==> src/rtl/mips_multicycle_ctrl_if.sv <==
// mips_multicycle_ctrl_if
// Control bundle between the multicycle MIPS main controller and its datapath.
//   master : the controller. It receives op, jumpreg, zero and mem_ready, and
//            drives every strobe, mux select and status pulse.
//   slave  : the datapath/memory side, with the same signals in the opposite
//            direction.
// Signals:
//   op[5:0]        instruction[31:26] from the instruction register
//   jumpreg        ALU decoder flag, funct == jr
//   zero           ALU zero flag (beq only)
//   mem_ready      memory completes the current read/write this cycle
//   memread/memwrite/iord/irwrite                memory and IR control
//   regwrite/regdst/memtoreg                     register file write control
//   alusrca/alusrcb[1:0]/zeroext/aluop[3:0]      ALU operand and op select
//   pcsrc[1:0]/pcwrite/pcwrite_en                next-PC select and enables
//   instr_done/illegal_op                        per-instruction status pulses
interface mips_multicycle_ctrl_if;
    logic [5:0] op;
    logic       jumpreg;
    logic       zero;
    logic       mem_ready;

    logic       memread;
    logic       memwrite;
    logic       iord;
    logic       irwrite;
    logic       regwrite;
    logic       regdst;
    logic       memtoreg;
    logic       alusrca;
    logic [1:0] alusrcb;
    logic       zeroext;
    logic [3:0] aluop;
    logic [1:0] pcsrc;
    logic       pcwrite;
    logic       pcwrite_en;
    logic       instr_done;
    logic       illegal_op;

    modport master (
        input  op, jumpreg, zero, mem_ready,
        output memread, memwrite, iord, irwrite, regwrite, regdst, memtoreg,
               alusrca, alusrcb, zeroext, aluop, pcsrc, pcwrite, pcwrite_en,
               instr_done, illegal_op
    );

    modport slave (
        output op, jumpreg, zero, mem_ready,
        input  memread, memwrite, iord, irwrite, regwrite, regdst, memtoreg,
               alusrca, alusrcb, zeroext, aluop, pcsrc, pcwrite, pcwrite_en,
               instr_done, illegal_op
    );
endinterface

==> src/rtl/mips_multicycle_ctrl.sv <==
// mips_multicycle_ctrl
// Main control FSM of the multicycle MIPS core. Sequences fetch, decode,
// execute and writeback through the shared ALU, register file, PC and unified
// memory, stalling in FETCH, MEMRD and MEMWR until mem_ready.
// Ports:
//   clk      in   core clock, rising edge
//   reset_n  in   asynchronous active-low reset
//   bus      ctrl master modport (op/jumpreg/zero/mem_ready in, all controls out)
//   state    out  current state number, debug only
module mips_multicycle_ctrl (
    input  logic                          clk,
    input  logic                          reset_n,
    mips_multicycle_ctrl_if.master        bus,
    output logic [3:0]                    state
);

    typedef enum logic [3:0] {
        FETCH   = 4'd0,
        DECODE  = 4'd1,
        MEMADR  = 4'd2,
        MEMRD   = 4'd3,
        MEMWB   = 4'd4,
        MEMWR   = 4'd5,
        RTYPEEX = 4'd6,
        RTYPEWB = 4'd7,
        BEQEX   = 4'd8,
        IMMEX   = 4'd9,
        IMMWB   = 4'd10,
        JEX     = 4'd11,
        JREX    = 4'd12
    } state_t;

    localparam logic [5:0] OP_R    = 6'b000000;
    localparam logic [5:0] OP_LW   = 6'b100011;
    localparam logic [5:0] OP_SW   = 6'b101011;
    localparam logic [5:0] OP_BEQ  = 6'b000100;
    localparam logic [5:0] OP_ADDI = 6'b001000;
    localparam logic [5:0] OP_ANDI = 6'b001100;
    localparam logic [5:0] OP_ORI  = 6'b001101;
    localparam logic [5:0] OP_SLTI = 6'b001010;
    localparam logic [5:0] OP_J    = 6'b000010;

    // Controls that depend only on the state (and, for IMMEX, on the opcode,
    // which is stable from DECODE onward because the IR only loads in FETCH).
    typedef struct packed {
        logic       memread;
        logic       memwrite;
        logic       iord;
        logic       regwrite;
        logic       regdst;
        logic       memtoreg;
        logic       alusrca;
        logic [1:0] alusrcb;
        logic       zeroext;
        logic [3:0] aluop;
        logic [1:0] pcsrc;
        logic       pcjump;   // unconditional PC load in JEX/JREX
        logic       branch;
        logic       done;     // instr_done for states that end unconditionally
    } ctrl_t;

    state_t state_q;
    state_t state_n;
    ctrl_t  ctrl_q;
    logic   running;
    logic   fetch_ok;
    logic   bad_op;
    logic   memwr_done;
    logic   pcwrite_i;

    function automatic logic op_supported(input logic [5:0] opc);
        logic ok;
        case (opc)
            OP_R, OP_LW, OP_SW, OP_BEQ, OP_ADDI,
            OP_ANDI, OP_ORI, OP_SLTI, OP_J: ok = 1'b1;
            default:                        ok = 1'b0;
        endcase
        return ok;
    endfunction

    function automatic ctrl_t ctrl_for(input state_t s, input logic [5:0] opc);
        ctrl_t c;
        c = '0;
        case (s)
            FETCH: begin
                c.memread = 1'b1;
                c.alusrcb = 2'b01;
            end
            DECODE: begin
                c.alusrcb = 2'b11;
            end
            MEMADR: begin
                c.alusrca = 1'b1;
                c.alusrcb = 2'b10;
            end
            MEMRD: begin
                c.memread = 1'b1;
                c.iord    = 1'b1;
            end
            MEMWB: begin
                c.regwrite = 1'b1;
                c.memtoreg = 1'b1;
                c.done     = 1'b1;
            end
            MEMWR: begin
                c.memwrite = 1'b1;
                c.iord     = 1'b1;
            end
            RTYPEEX: begin
                c.alusrca = 1'b1;
                c.aluop   = 4'b0010;
            end
            RTYPEWB: begin
                c.regwrite = 1'b1;
                c.regdst   = 1'b1;
                c.done     = 1'b1;
            end
            BEQEX: begin
                c.alusrca = 1'b1;
                c.aluop   = 4'b0001;
                c.branch  = 1'b1;
                c.pcsrc   = 2'b01;
                c.done    = 1'b1;
            end
            IMMEX: begin
                c.alusrca = 1'b1;
                c.alusrcb = 2'b10;
                case (opc)
                    OP_ANDI: begin c.aluop = 4'b0100; c.zeroext = 1'b1; end
                    OP_ORI:  begin c.aluop = 4'b0101; c.zeroext = 1'b1; end
                    OP_SLTI: c.aluop = 4'b0111;
                    default: c.aluop = 4'b0000;
                endcase
            end
            IMMWB: begin
                c.regwrite = 1'b1;
                c.done     = 1'b1;
            end
            JEX: begin
                c.pcjump = 1'b1;
                c.pcsrc  = 2'b10;
                c.done   = 1'b1;
            end
            JREX: begin
                c.pcjump = 1'b1;
                c.pcsrc  = 2'b11;
                c.done   = 1'b1;
            end
            default: c = '0;
        endcase
        return c;
    endfunction

    // Next-state logic
    always_comb begin
        state_n = state_q;
        case (state_q)
            FETCH:   if (running && bus.mem_ready) state_n = DECODE;
            DECODE: begin
                case (bus.op)
                    OP_LW, OP_SW:                      state_n = MEMADR;
                    OP_BEQ:                            state_n = BEQEX;
                    OP_ADDI, OP_ANDI, OP_ORI, OP_SLTI: state_n = IMMEX;
                    OP_J:                              state_n = JEX;
                    OP_R:   state_n = bus.jumpreg ? JREX : RTYPEEX;
                    default:                           state_n = FETCH;
                endcase
            end
            MEMADR:  state_n = (bus.op == OP_SW) ? MEMWR : MEMRD;
            MEMRD:   if (bus.mem_ready) state_n = MEMWB;
            MEMWB:   state_n = FETCH;
            MEMWR:   if (bus.mem_ready) state_n = FETCH;
            RTYPEEX: state_n = RTYPEWB;
            RTYPEWB: state_n = FETCH;
            BEQEX:   state_n = FETCH;
            IMMEX:   state_n = IMMWB;
            IMMWB:   state_n = FETCH;
            JEX:     state_n = FETCH;
            JREX:    state_n = FETCH;
            default: state_n = FETCH;
        endcase
    end

    // State and state-derived controls are registered together, so the
    // registered controls always describe state_q. 'running' holds the whole
    // controller quiet (memread included) until the first edge after reset.
    always_ff @(posedge clk or negedge reset_n) begin
        if (!reset_n) begin
            state_q <= FETCH;
            ctrl_q  <= '0;
            running <= 1'b0;
        end else begin
            running <= 1'b1;
            state_q <= state_n;
            ctrl_q  <= ctrl_for(state_n, bus.op);
        end
    end

    // Handshake-, opcode- and flag-qualified outputs cannot be registered: they
    // depend on mem_ready, op (valid only from DECODE) and zero in-cycle.
    always_comb begin
        fetch_ok   = running && (state_q == FETCH) && bus.mem_ready;
        bad_op     = (state_q == DECODE) && !op_supported(bus.op);
        memwr_done = (state_q == MEMWR) && bus.mem_ready;
        pcwrite_i  = fetch_ok | ctrl_q.pcjump;

        bus.memread    = ctrl_q.memread;
        bus.memwrite   = ctrl_q.memwrite;
        bus.iord       = ctrl_q.iord;
        bus.irwrite    = fetch_ok;
        bus.regwrite   = ctrl_q.regwrite;
        bus.regdst     = ctrl_q.regdst;
        bus.memtoreg   = ctrl_q.memtoreg;
        bus.alusrca    = ctrl_q.alusrca;
        bus.alusrcb    = ctrl_q.alusrcb;
        bus.zeroext    = ctrl_q.zeroext;
        bus.aluop      = ctrl_q.aluop;
        bus.pcsrc      = ctrl_q.pcsrc;
        bus.pcwrite    = pcwrite_i;
        bus.pcwrite_en = pcwrite_i | (ctrl_q.branch & bus.zero);
        bus.instr_done = ctrl_q.done | bad_op | memwr_done;
        bus.illegal_op = bad_op;
        state          = state_q;
    end

endmodule

==> src/flat_wrapper.sv <==
// flat-port wrapper written by rule: the top's interface ports become plain ports
module mips_multicycle_ctrl_flat 
  (clk, reset_n, state, bus_op, bus_jumpreg, bus_zero, bus_mem_ready, bus_memread, bus_memwrite, bus_iord, bus_irwrite, bus_regwrite, bus_regdst, bus_memtoreg, bus_alusrca, bus_alusrcb, bus_zeroext, bus_aluop, bus_pcsrc, bus_pcwrite, bus_pcwrite_en, bus_instr_done, bus_illegal_op);
  mips_multicycle_ctrl_if bus_i ();
  input  logic clk;
  input  logic reset_n;
  output logic [3:0] state;
  input wire logic [$bits(bus_i.op)-1:0] bus_op;
  input wire logic [$bits(bus_i.jumpreg)-1:0] bus_jumpreg;
  input wire logic [$bits(bus_i.zero)-1:0] bus_zero;
  input wire logic [$bits(bus_i.mem_ready)-1:0] bus_mem_ready;
  output wire logic [$bits(bus_i.memread)-1:0] bus_memread;
  output wire logic [$bits(bus_i.memwrite)-1:0] bus_memwrite;
  output wire logic [$bits(bus_i.iord)-1:0] bus_iord;
  output wire logic [$bits(bus_i.irwrite)-1:0] bus_irwrite;
  output wire logic [$bits(bus_i.regwrite)-1:0] bus_regwrite;
  output wire logic [$bits(bus_i.regdst)-1:0] bus_regdst;
  output wire logic [$bits(bus_i.memtoreg)-1:0] bus_memtoreg;
  output wire logic [$bits(bus_i.alusrca)-1:0] bus_alusrca;
  output wire logic [$bits(bus_i.alusrcb)-1:0] bus_alusrcb;
  output wire logic [$bits(bus_i.zeroext)-1:0] bus_zeroext;
  output wire logic [$bits(bus_i.aluop)-1:0] bus_aluop;
  output wire logic [$bits(bus_i.pcsrc)-1:0] bus_pcsrc;
  output wire logic [$bits(bus_i.pcwrite)-1:0] bus_pcwrite;
  output wire logic [$bits(bus_i.pcwrite_en)-1:0] bus_pcwrite_en;
  output wire logic [$bits(bus_i.instr_done)-1:0] bus_instr_done;
  output wire logic [$bits(bus_i.illegal_op)-1:0] bus_illegal_op;
  assign bus_i.op = bus_op;
  assign bus_i.jumpreg = bus_jumpreg;
  assign bus_i.zero = bus_zero;
  assign bus_i.mem_ready = bus_mem_ready;
  assign bus_memread = bus_i.memread;
  assign bus_memwrite = bus_i.memwrite;
  assign bus_iord = bus_i.iord;
  assign bus_irwrite = bus_i.irwrite;
  assign bus_regwrite = bus_i.regwrite;
  assign bus_regdst = bus_i.regdst;
  assign bus_memtoreg = bus_i.memtoreg;
  assign bus_alusrca = bus_i.alusrca;
  assign bus_alusrcb = bus_i.alusrcb;
  assign bus_zeroext = bus_i.zeroext;
  assign bus_aluop = bus_i.aluop;
  assign bus_pcsrc = bus_i.pcsrc;
  assign bus_pcwrite = bus_i.pcwrite;
  assign bus_pcwrite_en = bus_i.pcwrite_en;
  assign bus_instr_done = bus_i.instr_done;
  assign bus_illegal_op = bus_i.illegal_op;
  mips_multicycle_ctrl u_core (.clk(clk), .reset_n(reset_n), .bus(bus_i), .state(state));
endmodule
==> config.mk <==
export PLATFORM = sky130hd
export DESIGN_NAME = mips_multicycle_ctrl_flat
export DESIGN_NICKNAME = d
export VERILOG_FILES = /design/src/rtl/mips_multicycle_ctrl_if.sv /design/src/rtl/mips_multicycle_ctrl.sv /design/src/flat_wrapper.sv
export SDC_FILE = /design/constraint.sdc
export NUM_CORES = 1
export LEC_CHECK = 0
export CORE_UTILIZATION = 33
export CTS_BUF_LIST = sky130_fd_sc_hd__clkbuf_8
export CTS_CLUSTER_DIAMETER = 50
export CTS_CLUSTER_SIZE = 24
export DETAILED_ROUTE_END_ITERATION = 10
export DONT_BUFFER_PORTS = 1
export PLACE_DENSITY_LB_ADDON = 0.1
export SYNTH_ARGS = -nofsm -noshare
export SYNTH_HDL_FRONTEND = slang
export SYNTH_SLANG_ARGS = --single-unit
==> constraint.sdc <==
create_clock -name clk -period 3.3 [get_ports clk]
set_input_delay 0.33 -clock clk [delete_from_list [all_inputs] [get_ports clk]]
set_output_delay 0.33 -clock clk [all_outputs]
set_load 0.1 [all_outputs]
-- Word level (Yosys, flattened, before mapping)
Cells that the tools add are included.
- equality and inequality tests: 26
- muxes and demuxes: 24
- bitwise operators: 5
- reductions and logical operators: 20
- operators with widths (kind ; count):
    $pmux 4 s7 ; 1
    $eq 4x3->1 const B ; 6
    $eq 4x4->1 const B ; 6
    $eq 6x4->1 const B ; 4
    $pmux 4 s5 ; 1
    $eq 4x2->1 const B ; 4
    $mux 4 ; 4
    $mux 1 ; 13
    $eq 6x6->1 const B ; 2
    $pmux 2 s3 ; 2
    $pmux 4 s3 ; 1
    $reduce_or 2->1 ; 6
    $pmux 3 s3 ; 1
    $reduce_or 9->1 ; 1
    $eq 4x1->1 const B ; 2
    $logic_not 4->1 ; 2
    $reduce_or 4->1 ; 2
    $eq 6x2->1 const B ; 1
    $eq 6x3->1 const B ; 1
    $logic_not 6->1 ; 1
    $reduce_or 6->1 ; 1
    $logic_and 1x1->1 ; 5
    $or 1x1->1 ; 4
    $mux 3 ; 1
    3 further kinds ; 3
- flip-flop bits (word level): 24
- bits of input ports: 11
- output and inout port bits: 25
- logic and storage cells: 91

-- Logic depth before layout (Yosys ltp)
- depth after elaboration: 7
- gate-level depth with buffers: 8
- depth with buffers taken out: 7

-- Least setup slack after synthesis
Ideal clock, no wire load.
- path type: register to output
- start: register u_core.state_q[0], in the netlist u_core.state[0]
- end: output bus_instr_done
- data arrival time: 5.743 ns
- required time: 2.970 ns
- setup slack: -2.773 ns
- cell stages (with the launch flop): 5
- buffers on the path: 1
- cell sequence: dfrtp_1 buf_2 or4b_4 nor4_1 a311o_1
- word-level cells in the longest chain between the ends: 4
- elaborated cells between the ends (all ways): 6
- those cells by class: 2 x eq/ne; 2 x bitwise; 2 x reduce/logical
- ends and longest elaborated chain (what ; RTL line ; RTL):
    start, declared ; mips_multicycle_ctrl.sv:62 ; state_t state_q;
    start signal, assigned ; mips_multicycle_ctrl.sv:194 ; state_q <= state_n;
    $eq 4x1->1 ; mips_multicycle_ctrl.sv:203 ; bad_op = (state_q == DECODE) && !op_supported(bus.op);
    $logic_and 1x1->1 ; mips_multicycle_ctrl.sv:203 ;
    net bus_illegal_op ; flat_wrapper.sv:27 ; output wire logic [$bits(bus_i.illegal_op)-1:0] bus_illegal_op;
    $or 1x1->1 (2 in series) ; mips_multicycle_ctrl.sv:221 ; bus.instr_done = ctrl_q.done | bad_op | memwr_done;
    end, declared ; flat_wrapper.sv:26 ; output wire logic [$bits(bus_i.instr_done)-1:0] bus_instr_done;
The timed path passes the listed nets, and every way through them passes these cells.

-- Final worst setup path
- start: register u_core.state_q[3], in the netlist u_core.state[3]
- end: register u_core.ctrl_q[0] in the netlist's numbering
- word-level cells in the longest chain between the ends: 5
- elaborated cells between the ends (all ways): 19
- those cells by class: 12 x eq/ne; 5 x mux; 2 x reduce/logical
- ends and longest elaborated chain (what ; RTL line ; RTL):
    $eq 4x4->1 (tied with other cells) ; mips_multicycle_ctrl.sv:157 ; case (state_q)
    $pmux 4 s7 (*) ; mips_multicycle_ctrl.sv:157 ;
    net u_core.state_n[1] ; mips_multicycle_ctrl.sv:63 ; state_t state_n;
    $eq 4x3->1 / $eq 4x4->1 (equally long branches) ; mips_multicycle_ctrl.sv:84 ; case (s)
    $reduce_or 6->1 (no source line) (*) ; n/a ;
    $mux 1 (*) ; mips_multicycle_ctrl.sv:84 ;
    end signal, assigned ; mips_multicycle_ctrl.sv:195 ; ctrl_q <= ctrl_for(state_n, bus.op);
    end, declared ; mips_multicycle_ctrl.sv:64 ; ctrl_t ctrl_q;
Mark *: on every way through the listed nets, which the timed path passes. The rest lies on a longest branch.

==> flow_summary_export.csv <==
group,metric,value,unit
synth,synth_top_area_share,44.0,%
placement,dp_hpwl,2130,um
die,core_area,3660,um2
placement,gp_congestion,0.748,
sta,setup-tns-final,0,ps
die,rows,22,
synth,synth_cell_types,53,
power_and_ir_drop,peakVddDrop,144,uV
synth,synthCells,130,
sta,tightest_slew,985,ps
power_and_ir_drop,intPower,0.425,mW
job,maxCapViolCount,0,
power_and_ir_drop,swShare,36.0,%
worst_hold_path,min_path_cells,1,
synth,ys_warn_count,0,
synth,syn-cell-area,1250,um2
clock_network,clk_pin_slew,80,ps
sta,relSlewSlack,34.1,%
die,dieHeight,63.6,um
power_and_ir_drop,switchingPower,0.240,mW
placement,dpl.cell_count,172,
synth,yosysSeqAreaShare,44.0,%
sta,hold_ws,171,ps
critical_path,startpoint_type,"flip-flop",
sta,hold_viol_final,0,
critical_path,ff2ff_path_depth,6,
global_route,overflow,0,
critical_path,r2r_slack,740,ps
synth,synthTopCellsByCount,"dfrtp_1 (22), nor2_1 (14), buf_4 (8)",
final_layout,fin_util,37.9,%
final_layout,fillers,390,
power_and_ir_drop,leakage,0.604,nW
final_layout,drive_above_1_share,23.3,%
critical_path,cp.arrival,2750,ps
worst_hold_path,hold_path_end,"u_core.bus.alusrca$_DFF_PN0_",
power_and_ir_drop,pwr-share-seq,50.8,%
global_route,grt_pass1_wl,4480,um
route,ant_nets,0,
global_route,track_usage,14.5,%
route,drtPass1Iterations,4,
sta,fmax,391,MHz
synth,synth_edf_count,0,
global_route,grt_max_degree,23,
power_and_ir_drop,power_frac_comb,20.5,%
die,dieWidth,63.6,um
route,num_vias,940,
route,vias_per_cell,5.31,
synth,synthArstFlopShare,100,%
clock_network,cts.path.max_buffers,2,
critical_path,required,3490,ps
critical_path,r2r_end,"u_core.ctrl_q[0]$_DFF_PN0_",
critical_path,critPathMaxFanout,11,
synth,synth_seq_cells,22,
route,wirelength,2740,um
power_and_ir_drop,power,0.665,mW
critical_path,crit_type,"reg -> reg",
critical_path,cp_slowest_cell,"dfrtp_4",
clock_network,cts_sinks,22,
global_route,antenna_found_initial,0,
synth,synth.area.top_cells,"dfrtp_1 (44%), buf_4 (4.8%), nor2_1 (4.2%), nand3b_1 (2.4%), mux2_2 (1.8%)",
worst_hold_path,worst_hold_path_type,"in -> reg",
die,die_area,4050,um2
synth,ys.flop_type,"dfrtp_1",
sta,fin_skew,3.30,ps
final_layout,syn2layout_area_growth,10.7,%
power_and_ir_drop,p_clk_share,28.7,%
synth,syn-num-nets,141,
final_layout,seq_area,561,um2
synth,synth.most_common_cell,"dfrtp_1",
final_layout,multi_input_area,617,um2
critical_path,path_delay_family,"simple AND/OR/NAND/NOR gates",
sta,setup_viol,0,
sta,final.period_utilization,77.6,%
clock_network,clkLatencyLatePin,260,ps
clock_network,cts-buffers-inserted,3,
clock_network,htreeDepth,1,
worst_hold_path,min_from,"bus_jumpreg",
route,drc_errors,0,
outcome,status,"complete, no violations",
sta,slew_violations,0,
clock_network,root_buffer,"clkbuf_8",
critical_path,max_stage_delay,650,ps
final_layout,antenna_cells,0,
critical_path,r2r_start,"u_core.state[3]$_DFF_PN0_",
critical_path,crit_buf_inv,1,
synth,synth_area_per_cell,9.63,um2
route,drt_iter0_drc,30,
sta,rsz0062_at_grt,"no",
synth,synth.largest_area_cell,"dfrtp_1",
sta,fin_crit,2560,ps
clock_network,cts_tree,"built",
die,io-pin-count,36,
die,start_util,34.2,%
final_layout,fin_cells,177,
critical_path,endpoint_kind,"flip-flop",
final_layout,nNetsFinal,141,
power_and_ir_drop,p_per_area,480,nW/um2
placement,portBuffers,0,
route,wl_per_cell,15.5,um
global_route,grt_pass1_vias,928,
critical_path,cp_cell_sequence,"or4b_4 > a2111oi_1 > nor2_1 > inv_2 > mux2_2 > o21ai_1",
-- worst max path at each step --
stage,startpoint,to,slack [ps],depth (start not counted)
finish,u_core.state[3]$_DFF_PN0_,u_core.ctrl_q[0]$_DFF_PN0_,740,6
global route,u_core.state[3]$_DFF_PN0_,u_core.ctrl_q[1]$_DFF_PN0_,570,6
CTS,u_core.state[3]$_DFF_PN0_,u_core.ctrl_q[1]$_DFF_PN0_,720,6
detailed placement,u_core.state[3]$_DFF_PN0_,u_core.ctrl_q[0]$_DFF_PN0_,750,6
global placement,u_core.state[3]$_DFF_PN0_,u_core.ctrl_q[0]$_DFF_PN0_,790,6
floorplan,u_core.state[3]$_DFF_PN0_,bus_instr_done,-20,4
-- routing by layer --
metal / wire [um] / vias up / track usage [%]
li1: - / 456 / -
met1: 1290 / 455 / 18.1
met2: 1290 / 27 / 23.3
met3: 139 / 2 / 3.62
met4: 19 / 0 / 6.82
met5: 0 / - / 0
-- what timing repair did --
action	in CTS	in global routing
hold endpoints to repair	22	0
setup buffers	0	0
resized for setup	0	0
hold buffers	1	0
-- layout by cell type, fill, tap and decap left out, drive strengths merged, types with 3 or more instances in the layout --
cell	synthesis	layout
nand3	4	4
nand3b	4	4
nor3	4	4
o21ai	5	5
nand2	6	6
buf	11	7
or2	4	4
nor3b	3	3
a21oi	3	3
inv	5	5
nor2	14	14
a21boi	3	3
clkbuf	2	4
dfrtp	22	22
-- state kept, by name, indices dropped and copies added (netlist names) --
| name | cells |
|---|---|
| u_core.bus.aluop | 3 |
| u_core.bus.alusrca | 1 |
| u_core.bus.alusrcb | 2 |
| u_core.bus.iord | 1 |
| u_core.bus.memread | 1 |
| u_core.bus.memtoreg | 1 |
| u_core.bus.memwrite | 1 |
| u_core.bus.pcsrc | 1 |
| u_core.bus.regdst | 1 |
| u_core.bus.regwrite | 1 |
| u_core.bus.zeroext | 1 |
| u_core.ctrl_q | 3 |
| u_core.running | 1 |
| u_core.state | 4 |
-- kinds of logic after synthesis --
group	after synthesis	synth area share, %
buffers and inverters	18	8.19
other	2	0.600
XOR/XNOR	2	1.40
AND/OR/NAND/NOR	57	27.1
flip-flops	22	44.0
multiplexers	4	3.40
AO/OA/AOI/OAI	25	15.4
-- stage by stage --
step	worst slack, ps	instance area [um2]
after floorplan	-24.9	1290
after global placement	790	1320
after detailed placement	749	1320
after CTS	724	1390
after global routing	575	1390
final	740	1390
-- power groups by stage --
stage,Combinational [mW],Sequential (mW),Clock [mW]
2_1_floorplan,0.128,0.329,0
3_3_place_gp,0.131,0.344,0
3_5_place_dp,0.131,0.344,0
4_1_cts,0.138,0.338,0.198
5_1_grt,0.144,0.339,0.210
6_report,0.136,0.338,0.191
-- area by class of cell --
class,count,area share [%]
Timing Repair Buffer,8,5.42
Multi-Input combinational cell,90,44.5
Clock buffer,4,3.97
Inverter,5,1.35
Sequential cell,22,40.4
Tap cell,48,4.33
No activity file was read; power rests on OpenSTA's default activity.
